==> src/rtl/enc_tx_pkg.sv <==
// rtl/enc_tx_pkg.sv - shared state type and constants for encoded_frame_tx
package enc_tx_pkg;

    localparam logic [7:0] HDR_DEFAULT     = 8'hA5;
    localparam int         MAX_FRAME_BYTES = 16;

    typedef enum logic [2:0] {
        ST_IDLE,
        ST_LOAD,
        ST_START,
        ST_WAIT_ACK,
        ST_WAIT_DONE,
        ST_FINISH
    } tx_state_t;

endpackage

==> src/rtl/encoded_frame_tx.sv <==
// rtl/encoded_frame_tx.sv - streams one encoded frame byte-by-byte into a busy-paced UART transmitter
module encoded_frame_tx
    import enc_tx_pkg::*;
#(
    parameter int         FRAME_BYTES = 8,
    parameter bit         SEND_HEADER = 1'b1,
    parameter logic [7:0] HEADER_BYTE = HDR_DEFAULT,
    parameter bit         SEND_CSUM   = 1'b1,
    parameter int         ACK_TIMEOUT = 16
) (
    input  logic                     clk,
    input  logic                     reset,
    input  logic [FRAME_BYTES*8-1:0] frame_data,
    input  logic                     frame_valid,
    output logic                     frame_ready,
    output logic [7:0]               tx_data,
    output logic                     tx_start,
    input  logic                     tx_busy,
    output logic                     frame_done,
    output logic                     tx_error
);

    localparam int TOTAL = FRAME_BYTES + int'(SEND_HEADER) + int'(SEND_CSUM);
    localparam int IDX_W = $clog2(TOTAL + 1);
    localparam int ACK_W = $clog2(ACK_TIMEOUT + 1);

    localparam logic [IDX_W-1:0] TOTAL_IDX = IDX_W'(TOTAL);
    localparam logic [IDX_W-1:0] PAY_END   = IDX_W'(FRAME_BYTES + int'(SEND_HEADER));
    localparam logic [ACK_W-1:0] ACK_LAST  = ACK_W'(ACK_TIMEOUT - 1);

    tx_state_t                state_q, state_d;
    logic [FRAME_BYTES*8-1:0] sr_q, sr_d;
    logic [7:0]               csum_q, csum_d;
    logic [7:0]               tx_data_q, tx_data_d;
    logic [IDX_W-1:0]         idx_q, idx_d;
    logic [ACK_W-1:0]         ack_cnt_q, ack_cnt_d;
    logic                     tx_error_q, tx_error_d;

    always_ff @(posedge clk) begin
        if (reset) begin
            state_q <= ST_IDLE;
        end else begin
            state_q <= state_d;
        end
    end

    always_comb begin
        state_d = state_q;
        case (state_q)
            ST_IDLE:      if (frame_valid) state_d = ST_LOAD;
            ST_LOAD:      state_d = ST_START;
            ST_START:     state_d = ST_WAIT_ACK;
            ST_WAIT_ACK: begin
                if (tx_busy) begin
                    state_d = ST_WAIT_DONE;
                end else if (ack_cnt_q == ACK_LAST) begin
                    state_d = ST_IDLE;
                end
            end
            ST_WAIT_DONE: begin
                if (!tx_busy) begin
                    state_d = (idx_q == TOTAL_IDX) ? ST_FINISH : ST_LOAD;
                end
            end
            ST_FINISH:    state_d = ST_IDLE;
            default:      state_d = ST_IDLE;
        endcase
    end

    // Byte index counts bytes already placed on tx_data; it saturates at TOTAL.
    always_comb begin
        sr_d       = sr_q;
        csum_d     = csum_q;
        tx_data_d  = tx_data_q;
        idx_d      = idx_q;
        ack_cnt_d  = ack_cnt_q;
        tx_error_d = 1'b0;
        case (state_q)
            ST_IDLE: begin
                if (frame_valid) begin
                    sr_d   = frame_data;
                    csum_d = '0;
                    idx_d  = '0;
                end
            end
            ST_LOAD: begin
                if (SEND_HEADER && idx_q == '0) begin
                    tx_data_d = HEADER_BYTE;
                end else if (idx_q < PAY_END) begin
                    tx_data_d = sr_q[7:0];
                    csum_d    = csum_q ^ sr_q[7:0];
                    sr_d      = sr_q >> 8;
                end else begin
                    tx_data_d = csum_q;
                end
                if (idx_q != TOTAL_IDX) begin
                    idx_d = idx_q + IDX_W'(1);
                end
            end
            ST_START: ack_cnt_d = '0;
            ST_WAIT_ACK: begin
                if (!tx_busy) begin
                    if (ack_cnt_q == ACK_LAST) begin
                        tx_error_d = 1'b1;
                    end else begin
                        ack_cnt_d = ack_cnt_q + ACK_W'(1);
                    end
                end
            end
            default: ;
        endcase
    end

    always_ff @(posedge clk) begin
        if (reset) begin
            sr_q       <= '0;
            csum_q     <= '0;
            tx_data_q  <= '0;
            idx_q      <= '0;
            ack_cnt_q  <= '0;
            tx_error_q <= 1'b0;
        end else begin
            sr_q       <= sr_d;
            csum_q     <= csum_d;
            tx_data_q  <= tx_data_d;
            idx_q      <= idx_d;
            ack_cnt_q  <= ack_cnt_d;
            tx_error_q <= tx_error_d;
        end
    end

    always_comb begin
        frame_ready = (state_q == ST_IDLE);
        tx_start    = (state_q == ST_START);
        frame_done  = (state_q == ST_FINISH);
        tx_data     = tx_data_q;
        tx_error    = tx_error_q;
    end

endmodule

==> config.mk <==
export PLATFORM = sky130hd
export DESIGN_NAME = encoded_frame_tx
export DESIGN_NICKNAME = d
export VERILOG_FILES = /design/src/rtl/enc_tx_pkg.sv /design/src/rtl/encoded_frame_tx.sv
export SDC_FILE = /design/constraint.sdc
export NUM_CORES = 1
export LEC_CHECK = 0
export BUFFER_PORTS_ARGS = -buffer_cell sky130_fd_sc_hd__buf_2
export CAP_MARGIN = 10
export CORE_MARGIN = 5
export CORE_UTILIZATION = 25
export DETAILED_ROUTE_END_ITERATION = 16
export GPL_ROUTABILITY_DRIVEN = 0
export HOLD_SLACK_MARGIN = 0.02
export PLACE_DENSITY = 0.51
export SLEW_MARGIN = 20
export SYNTH_ARGS = -nofsm -noshare
export SYNTH_HDL_FRONTEND = slang
export SYNTH_SLANG_ARGS = --single-unit
==> constraint.sdc <==
create_clock -name clk -period 1.6 [get_ports clk]
set_input_delay 0.08 -clock clk [delete_from_list [all_inputs] [get_ports clk]]
set_output_delay 0.08 -clock clk [all_outputs]
set_load 0.01 [all_outputs]
==> results by group, run 1 <==
Synth
  • Cell with the most instances after synthesis: nand2_1
  • Mapped Area: 4170 µm²
  • Avg Inst Size Synth: 8.09 µm²
  • Synth area leader: dfxtp_1
  • Top post-synthesis cells by count: nand2_1, dfxtp_1, nor2_1
  • Synth Instances: 515
  • Post-synth top flop: dfxtp_1
  • Yosys reg bits: 93
  • Distinct cells, synth: 37
  • Seq/Total Area, Yosys: 44.7%
  • Mapped Nets: 589
  • EDFF count, synth: 0
  • Post-synth top area share: 44.7%
  • Top cells by area, synth: dfxtp_1, a311oi_1, nand2_1
  • FFs w/ async S/R, synth: 0%
  • Synth warn: 0

Worst setup path
  • Reg2Reg Setup Slack: -0.13 ns
  • Worst-path fanout max: 8
  • Startpoint Class: register
  • Reg2reg start: state_q[1]$_SDFFE_PP0P_
  • Worst setup startpoint: state_q[1]$_SDFFE_PP0P_
  • Worst Setup End Kind: register
  • Crit path DAT: 1.94 ns
  • Crit path kind: register to register
  • Critical Path RT: 1.82 ns
  • Reg-to-Reg End: sr_q[24]$_SDFFE_PP0P_
  • R2R cell count: 7

Cells and area
  • Layout cells sized above 1: 36.8%
  • Area grow syn2layout: 57.2%
  • Fillers: 1657
  • Nets: 749
  • Multi-input logic area: 2450 µm²
  • FF+latch area: 1870 µm²
  • ANT cells: 0

Clock network
  • CTS tree: done
  • CTS buffer count: 9
  • CTS clk-pin slew, worst paths: 0.07 ns
  • Clock buffer depth: 2
  • Clock sinks: 93
  • Worst-skew pair later-pin latency: 0.35 ns
  • H-tree depth: 3
  • Root Driver: clkbuf_16

GRT
  • First-pass GRT wire length: 21.1 mm
  • Congestion Overflow GR: 0
  • Initial antenna violation count: 0
  • Vias in the first global route: 4316
  • Largest net degree at the start of global routing: 82
  • Overall routing resource usage: 13.3%

Timing
  • Tcrit/Tclk final: 108%
  • Max Clock Skew: 0.0105 ns
  • Final Max Tran Viols: 0
  • F_max: 579 MHz
  • RSZ-0062 raised after global routing: true
  • Final Hold Vio Count: 0
  • Setup ws final: -0.126 ns
  • Final min period: 1.73 ns
  • Worst-Margin Slew: 0.426 ns
  • Relative slew slack: 71.6%
  • Setup violators final: 65
  • Worst Hold Margin: 0.0214 ns

Route
  • Vias: 4300
  • Post-Route WL: 13.1 mm
  • Wire per inst: 14.6 µm
  • Antenna Nets Post-Route: 0
  • Initial DRC Count: 232
  • Routed vias/inst: 4.78
  • Initial DRT Pass Iterations: 4
  • Remaining DRCs: 0

Hold path
  • Hold Path Depth: 3
  • Endpoint, Worst Hold: sr_q[54]$_SDFFE_PP0P_
  • Hold_sp: frame_data[54]
  • Hold Crit Class: primary input to register

Pwr
  • P_int: 0.00499 W
  • Clk pwr share: 31.0%
  • Flop pwr share: 38.9%
  • Total power draw: 0.00718 W
  • Max VDD drop: 0.500 mV
  • Comb pwr share: 30.1%
  • Cell Pwr Density: 1100 nW/µm²
  • Sw power: 0.00218 W
  • Switching fraction of total power: 30.4%
  • Lkg Pwr: 2.64 nW

Floorplan
  • Io pins: 80
  • Die Area: 19300 µm²
  • Initial Utilization: 25.3%
  • Die Ht: 139 µm
  • Die W: 139 µm
  • Core footprint: 16500 µm²
  • Row count: 47

Status
  • Outcome: finished, violations left
  • Violated checks: setup timing

Placed design
  • Place WS: -0.199 ns
  • Final HPWL DP: 8.30 mm
  • I/O Buffers: 79

Run
  • Max-cap check violation count: 0
[state kept, by name, indices dropped and copies added (netlist names)]
signal and cells:
idx_q 4, ack_cnt_q 5, tx_data 8, tx_error 1, state_q 3, csum_q 8
sr_q 64
[worst max-delay path, cell delays in order, from the launching register on]
cell	delay, ns
dfxtp_2	0.32
or3b_4	0.41
a21oi_4	0.15
a21o_4	0.25
buf_6	0.15
buf_16	0.13
buf_4	0.12
a311oi_2	0.07
[worst max path at each step]
stage                                  to  slack [ns]  cells after the start
floorplan            sr_q[2]$_SDFFE_PP0P_       -0.09                      8
global placement     sr_q[6]$_SDFFE_PP0P_       -0.15                      6
detailed placement  sr_q[40]$_SDFFE_PP0P_       -0.20                      6
CTS                 sr_q[12]$_SDFFE_PP0P_       -0.13                      7
global route        sr_q[42]$_SDFFE_PP0P_       -0.19                      7
finish              sr_q[24]$_SDFFE_PP0P_       -0.13                      7
[per-layer routing]
metal	track usage, %	routed length (µm)	up-vias
li1	-	-	2135
met1	16.5	5860	2071
met2	23.3	6660	82
met3	3.10	406	12
met4	3.71	187	0
met5	0	0	-
[placed cells by master (no fill, tap or decap), types with 7 or more instances in the layout]
master	n
nor2_1	67
nand3_1	10
o21ai_0	10
a311oi_1	34
buf_4	40
dlygate4sd3_1	43
buf_2	79
a21oi_1	16
a31o_2	7
a311oi_2	23
nand2_1	126
dfxtp_1	86
buf_12	8
dfxtp_2	7
clkbuf_16	9
buf_6	17
[stage by stage]
step | area [µm²] | cells | util, % | TNS [ns]
finish | 6550 | 899 | 39.8 | -4.90
global route | 6550 | 899 | 39.8 | -9.78
CTS | 6280 | 896 | 38.1 | -5.54
detailed placement | 5010 | 811 | 30.4 | -10.33
global placement | 5010 | 811 | 30.4 | -8.61
floorplan | 4190 | 515 | - | -5.01
[cell families (layout without fill, tap and decap cells)]
logic type,after synthesis,count (layout),synth area share [%]
AOI/OAI and AO/OA,112,113,20.2
xor gates and xnor gates,2,2,0.421
adders and majority gates,6,6,1.80
buffers and inverters,53,216,6.46
DFF,93,93,44.7
muxes,8,8,2.04
and+or+nand+nor,241,241,24.4
[what timing repair did]
item / in CTS / in global routing
setup buffers: 22 / 6
hold buffers: 43 / 0
gates resized for setup: 58 / 64
endpoints found under the hold margin: 43 / 0
setup endpoints to repair: 81 / 89
cloned: 5 / 0
pin swaps: 24 / 25
[layout make-up]
class	instances	area share, %
clock buffers	11	3.86
inverters	8	0.535
flip-flops and latches	93	28.6
clock inverters	4	0.841
multi-input cells	370	37.5
well taps	220	4.20
repair buffers	193	24.5
[power groups by stage]
stage / clock network [W] / registers, W / logic [W]
3_3_place_gp: 0 / 0.00282 / 0.00143
3_5_place_dp: 0 / 0.00282 / 0.00146
5_1_grt: 0.00238 / 0.00283 / 0.00237
6_report: 0.00222 / 0.00279 / 0.00216
4_1_cts: 0.00229 / 0.00278 / 0.00199
2_1_floorplan: 0 / 0.00278 / 0.00100
Note: power is estimated with default switching activity, not from simulation.
==> run 2: changes to the inputs <==
--- a/config.mk
+++ b/config.mk
@@ -7,12 +7,13 @@
 export LEC_CHECK = 0
 export BUFFER_PORTS_ARGS = -buffer_cell sky130_fd_sc_hd__buf_2
 export CAP_MARGIN = 10
+export CORE_ASPECT_RATIO = 0.6
 export CORE_MARGIN = 5
-export CORE_UTILIZATION = 25
+export CORE_UTILIZATION = 50
 export DETAILED_ROUTE_END_ITERATION = 16
 export GPL_ROUTABILITY_DRIVEN = 0
 export HOLD_SLACK_MARGIN = 0.02
-export PLACE_DENSITY = 0.51
+export PLACE_DENSITY = 0.83
 export SLEW_MARGIN = 20
 export SYNTH_ARGS = -nofsm -noshare
 export SYNTH_HDL_FRONTEND = slang
==> constraint.sdc (replaced) <==
create_clock -name clk -period 1.6 [get_ports clk]
set_input_delay 0.48 -clock clk [delete_from_list [all_inputs] [get_ports clk]]
set_output_delay 0.48 -clock clk [all_outputs]
set_load 0.01 [all_outputs]
==> results by group, run 2 (synthesized netlist as in run 1, its figures left out) <==
Clock network
  • H-tree depth: 3
  • CTS clk-pin slew, worst paths: 0.07 ns
  • Hold-fix buffers, CTS: 0
  • Worst-skew pair later-pin latency: 0.35 ns
  • CTS tree: done
  • Clock sinks: 93
  • Root Driver: clkbuf_16
  • CTS buffer count: 9
  • Clock buffer depth: 2

Pwr
  • Sw power: 0.00245 W
  • Flop pwr share: 38.5%
  • Max VDD drop: 0.760 mV
  • Total power draw: 0.00740 W
  • Cell Pwr Density: 1160 nW/µm²
  • Switching fraction of total power: 33.1%
  • Clk pwr share: 27.4%
  • P_int: 0.00495 W
  • Comb pwr share: 34.1%
  • Lkg Pwr: 2.65 nW

Status
  • Violated checks: setup timing
  • Outcome: finished, violations left

Worst setup path
  • Crit path kind: register to register
  • Buf/Inv on CP: 2
  • Startpoint Class: register
  • Slowest-stage cell, CP: or3b_4
  • CP delay by family, top: compound AO/OA/AOI/OAI gates
  • Worst-path fanout max: 7
  • Worst setup startpoint: state_q[1]$_SDFFE_PP0P_
  • Reg2reg start: state_q[1]$_SDFFE_PP0P_
  • Crit path DAT: 2.10 ns
  • Critical Path RT: 1.84 ns
  • CP max stage delay: 0.42 ns
  • Crit-path cells: or3b_4 > a21oi_4 > a21o_4 > buf_4 > buf_8 > nor2_1 > a311oi_1
  • Worst Setup End Kind: register

Cells and area
  • Nets: 726
  • ANT cells: 0
  • Layout cells sized above 1: 45.8%
  • Commonest non-fill, non-tap cell in the layout: nand2_1
  • Area grow syn2layout: 52.8%
  • Fillers: 448
  • Largest Register: sr_q
  • FF+latch area: 1870 µm²
  • Finished Layout Cells: 765
  • Most frequent cells in the layout: nand2_1, dfxtp_1, buf_2
  • Largest register FFs: 64
  • Multi-input logic area: 2590 µm²

Floorplan
  • Die Ht: 80.7 µm
  • Io pins: 80
  • Die Area: 10300 µm²
  • Initial Utilization: 52.0%
  • Row count: 25
  • Die W: 128 µm
  • Core footprint: 8010 µm²

Timing
  • Final min period: 1.87 ns
  • Max Clock Skew: 0.0103 ns
  • Setup ws final: -0.268 ns
  • Final Max Tran Viols: 0
  • RSZ-0062 raised after global routing: true
  • Relative slew slack: 74.7%
  • Final Hold Vio Count: 0
  • Worst-Margin Slew: 0.379 ns
  • Tcrit/Tclk final: 117%
  • Setup violators final: 91
  • F_max: 535 MHz

GRT
  • Largest net degree at the start of global routing: 45
  • First-pass GRT wire length: 20.6 mm
  • Overall routing resource usage: 25.4%
  • Vias in the first global route: 4263
  • Initial antenna violation count: 0
  • Congestion Overflow GR: 0

Run
  • Max-cap check violation count: 0

Placed design
  • # placed instances: 701
  • Final HPWL DP: 7.56 mm
  • I/O Buffers: 79
  • Place WS: -0.226 ns

Route
  • Antenna Nets Post-Route: 0
  • Vias: 4843
  • Remaining DRCs: 0
  • Post-Route WL: 16.4 mm
  • Wire per inst: 21.4 µm
  • Initial DRT Pass Iterations: 5
  • Initial DRC Count: 564
  • Routed vias/inst: 6.33

Hold path
  • Hold_sp: frame_data[56]
  • Hold Crit Class: primary input to register
run 2: changes by cell type in the layout (fill, tap and decap cells not counted), moves of 10 or more:
| cell | before | now |
|---|---|---|
| nor2_2 | 6 | 16 |
| nor2_1 | 67 | 57 |
| a21oi_2 | 1 | 11 |
| a21oi_1 | 16 | 6 |
| dlygate4sd3_1 | 43 | 0 |
run 2: layout make-up:
type | instances | area share (%)
clock buffer | 12 | 4.03
clock inverter | 4 | 0.354
inverter | 8 | 0.551
multi-input combinational | 370 | 40.7
sequential | 93 | 29.4
tap | 108 | 2.12
timing repair buffer | 170 | 22.8
run 2: tightest hold or removal path, cell delays in order:
cell and delay, ns:
buf_2 0.10, nand3_1 0.07, a21oi_2 0.05
run 2: worst paths after layout:
path / endpoint / slack [ns] / cells past startpoint
setup / recovery: sr_q[12]$_SDFFE_PP0P_ / -0.27 / 7
hold / removal: sr_q[56]$_SDFFE_PP0P_ / 0.40 / 3
setup reg to reg: sr_q[12]$_SDFFE_PP0P_ / -0.27 / 7
hold reg to reg: sr_q[41]$_SDFFE_PP0P_ / 0.48 / 2
run 2: stage by stage:
step	setup TNS (ns)	area, µm²	util, %	hold WS, ns
detailed placement	-10.36	4890	61.1	0.448
global placement	-6.91	4890	61.1	0.443
floorplan	-5.01	4190	-	0.432
finish	-13.99	6360	79.5	0.398
CTS	-4.00	5680	70.9	0.380
global route	-17.43	6360	79.5	0.395
run 2: per-layer routing:
layer  routed length, µm  global-route usage (%)
met1                6270                    32.5
met2                7650                    40.6
met5                   0                       0
met3                1810                    6.71
met4                 638                    11.8
run 2: what timing repair did:
item	4_1_cts	5_1_grt
setup endpoints to repair	78	95
gates resized for setup	76	105
hold endpoints to repair	0	0
cloned	8	6
pin swaps	32	62
buffers inserted	15	24
run 2: power groups by stage:
stage / logic [W] / registers (W) / clock network [W]
3_3_place_gp: 0.00141 / 0.00281 / 0
5_1_grt: 0.00265 / 0.00287 / 0.00214
2_1_floorplan: 0.00100 / 0.00278 / 0
6_report: 0.00252 / 0.00285 / 0.00203
3_5_place_dp: 0.00147 / 0.00282 / 0
4_1_cts: 0.00188 / 0.00279 / 0.00204
==> run 3: changes to the inputs <==
--- a/config.mk
+++ b/config.mk
@@ -5,15 +5,16 @@
 export SDC_FILE = /design/constraint.sdc
 export NUM_CORES = 1
 export LEC_CHECK = 0
+export ABC_AREA = 1
 export BUFFER_PORTS_ARGS = -buffer_cell sky130_fd_sc_hd__buf_2
 export CAP_MARGIN = 10
 export CORE_ASPECT_RATIO = 0.6
 export CORE_MARGIN = 5
-export CORE_UTILIZATION = 50
+export CORE_UTILIZATION = 60
 export DETAILED_ROUTE_END_ITERATION = 16
 export GPL_ROUTABILITY_DRIVEN = 0
 export HOLD_SLACK_MARGIN = 0.02
-export PLACE_DENSITY = 0.83
+export PLACE_DENSITY = 0.84
 export SLEW_MARGIN = 20
 export SYNTH_ARGS = -nofsm -noshare
 export SYNTH_HDL_FRONTEND = slang
==> constraint.sdc (replaced) <==
create_clock -name clk -period 2.2 [get_ports clk]
set_input_delay 0.66 -clock clk [delete_from_list [all_inputs] [get_ports clk]]
set_output_delay 0.66 -clock clk [all_outputs]
set_load 0.01 [all_outputs]
==> results by group, run 3 <==
Status
  • Outcome: completed

Worst setup path
  • Startpoint Class: register
  • Crit path kind: register to primary output
  • Worst Setup End Kind: primary output
  • Crit path DAT: 1.31 ns
  • Critical Path RT: 1.54 ns
  • Worst-path fanout max: 5

Cells and area
  • Finished Layout Cells: 884
  • Nets: 845
  • Final core area utilization: 68.1%
  • Largest Register: sr_q
  • Area grow syn2layout: 12.3%
  • ANT cells: 0
  • Commonest non-fill, non-tap cell in the layout: nand2_1
  • Design Area, Final: 5310 µm²
  • Layout cells sized above 1: 14.9%
  • Largest register FFs: 64
  • Most frequent cells in the layout: nand2_1, dfxtp_1, buf_2

Synth
  • Mapped Area: 4730 µm²
  • Seq/Total Area, Yosys: 39.4%
  • Top cells by area, synth: dfxtp_1, nand2_1, a21oi_1
  • Synth Instances: 718
  • Yosys reg bits: 93
  • Post-synth top area share: 39.4%
  • Distinct cells, synth: 28
  • Synth area leader: dfxtp_1
  • EDFF count, synth: 0
  • Top post-synthesis cells by count: nand2_1, dfxtp_1, a21oi_1
  • Post-synth top flop: dfxtp_1
  • Cell with the most instances after synthesis: nand2_1
  • Avg Inst Size Synth: 6.59 µm²
  • Synth warn: 0
  • FFs w/ async S/R, synth: 0%
  • Mapped Nets: 792

Clock network
  • Root Driver: clkbuf_16
  • Worst-skew pair later-pin latency: 0.35 ns
  • H-tree depth: 3
  • CTS tree: done
  • CTS resizes: 0
  • Hold-fix buffers, CTS: 0
  • CTS buffer count: 9
  • CTS clk-pin slew, worst paths: 0.06 ns
  • Clock sinks: 93
  • Clock buffer depth: 2
  • Setup Buffers After CTS: 0

Placed design
  • # placed instances: 868
  • Dpl cell area: 5010 µm²
  • Final HPWL DP: 7.51 mm
  • I/O Buffers: 79

Route
  • Vias: 4713
  • Wire per inst: 13.1 µm
  • Routed vias/inst: 5.33
  • Initial DRC Count: 505
  • Initial DRT Pass Iterations: 5
  • Remaining DRCs: 0
  • Antenna Nets Post-Route: 0
  • Post-Route WL: 11.6 mm

Timing
  • Relative slew slack: 67.3%
  • Worst-Margin Slew: 0.485 ns
  • RSZ-0062 raised after global routing: false
  • Final min period: 1.97 ns
  • Final Hold Vio Count: 0
  • Final setup TNS: 0 ns
  • Tcrit/Tclk final: 89.5%
  • F_max: 508 MHz
  • Final Max Tran Viols: 0
  • Setup violators final: 0
  • Max Clock Skew: 0.00480 ns

Pwr
  • P_int: 0.00342 W
  • Lkg Pwr: 2.49 nW
  • Comb pwr share: 30.8%
  • Clk pwr share: 28.9%
  • Sw power: 0.00192 W
  • Switching fraction of total power: 36.0%
  • Total power draw: 0.00535 W
  • Cell Pwr Density: 1010 nW/µm²
  • Flop pwr share: 40.3%
  • Max VDD drop: 0.636 mV

Floorplan
  • Io pins: 80
  • Initial Utilization: 60.7%
  • Die Ht: 78.8 µm
  • Die W: 125 µm
  • Core footprint: 7790 µm²
  • Die Area: 9810 µm²
  • Row count: 25

GRT
  • Vias in the first global route: 4277
  • Initial antenna violation count: 0
  • Largest net degree at the start of global routing: 74
  • Congestion Overflow GR: 0
  • Overall routing resource usage: 23.7%
  • First-pass GRT wire length: 19.2 mm

Hold path
  • Hold Crit Class: register to register

Run
  • Max-cap check violation count: 0
==> run 3: per-layer routing <==
layer  GRT usage (%)  vias up  share of wire [%]
li1                -     2384                  -
met1            30.9     2104                 44
met2            37.9      208                 45
met3            7.93       17                9.8
met4            6.56        0               0.89
met5               0        -                  0
==> run 3: final timing paths <==
path / from / end / slack [ns] / depth (start not counted)
worst min register to register: tx_data[3]$_SDFFE_PP0P_ / tx_data[3]$_SDFFE_PP0P_ / 0.47 / 2
worst min-delay path: tx_data[3]$_SDFFE_PP0P_ / tx_data[3]$_SDFFE_PP0P_ / 0.47 / 2
worst max-delay path: state_q[2]$_SDFFE_PP0P_ / tx_start / 0.23 / 6
worst max register to register: idx_q[0]$_SDFFE_PP0P_ / sr_q[26]$_SDFFE_PP0P_ / 0.32 / 9
==> run 3: kinds of logic after synthesis <==
| family | share of synthesized area (%) |
|---|---|
| AO/OA/AOI/OAI | 10.2 |
| buffers and inverters | 10.5 |
| AND/OR/NAND/NOR | 38.3 |
| flip-flops | 39.4 |
| adder cells (fa/ha/maj) | 1.59 |
==> run 3: metrics by stage <==
stage	hold slack [ns]	setup slack [ns]
after detailed placement	0.465	0.374
after global placement	0.451	0.474
after floorplan	0.436	0.662
after global routing	0.487	0.128
after CTS	0.475	0.224
final	0.473	0.230
==> run 3: power by group through the flow <==
stage               Sequential [W]  Clock [W]  Combinational (W)
global placement           0.00217          0            0.00158
finish                     0.00215    0.00154            0.00165
floorplan                  0.00214          0            0.00142
CTS                        0.00215    0.00157            0.00163
detailed placement         0.00219          0            0.00162
global route               0.00219    0.00164            0.00186
==> run 3: worst max-delay path, cell delays in order (launching register included) <==
cell and delay [ns]:
dfxtp_1 0.46, inv_2 0.09, nand2_1 0.09, inv_1 0.05
nand2_1 0.10, inv_1 0.05, buf_2 0.13
==> run 3: cell type report <==
cell class | instances | area [µm²]
fill | 680 | 2480
multi-input combinational | 543 | 2380
sequential | 93 | 1860
timing repair buffer | 89 | 508
clock buffer | 12 | 246
tap | 108 | 135
inverter | 35 | 131
clock inverter | 4 | 47.5
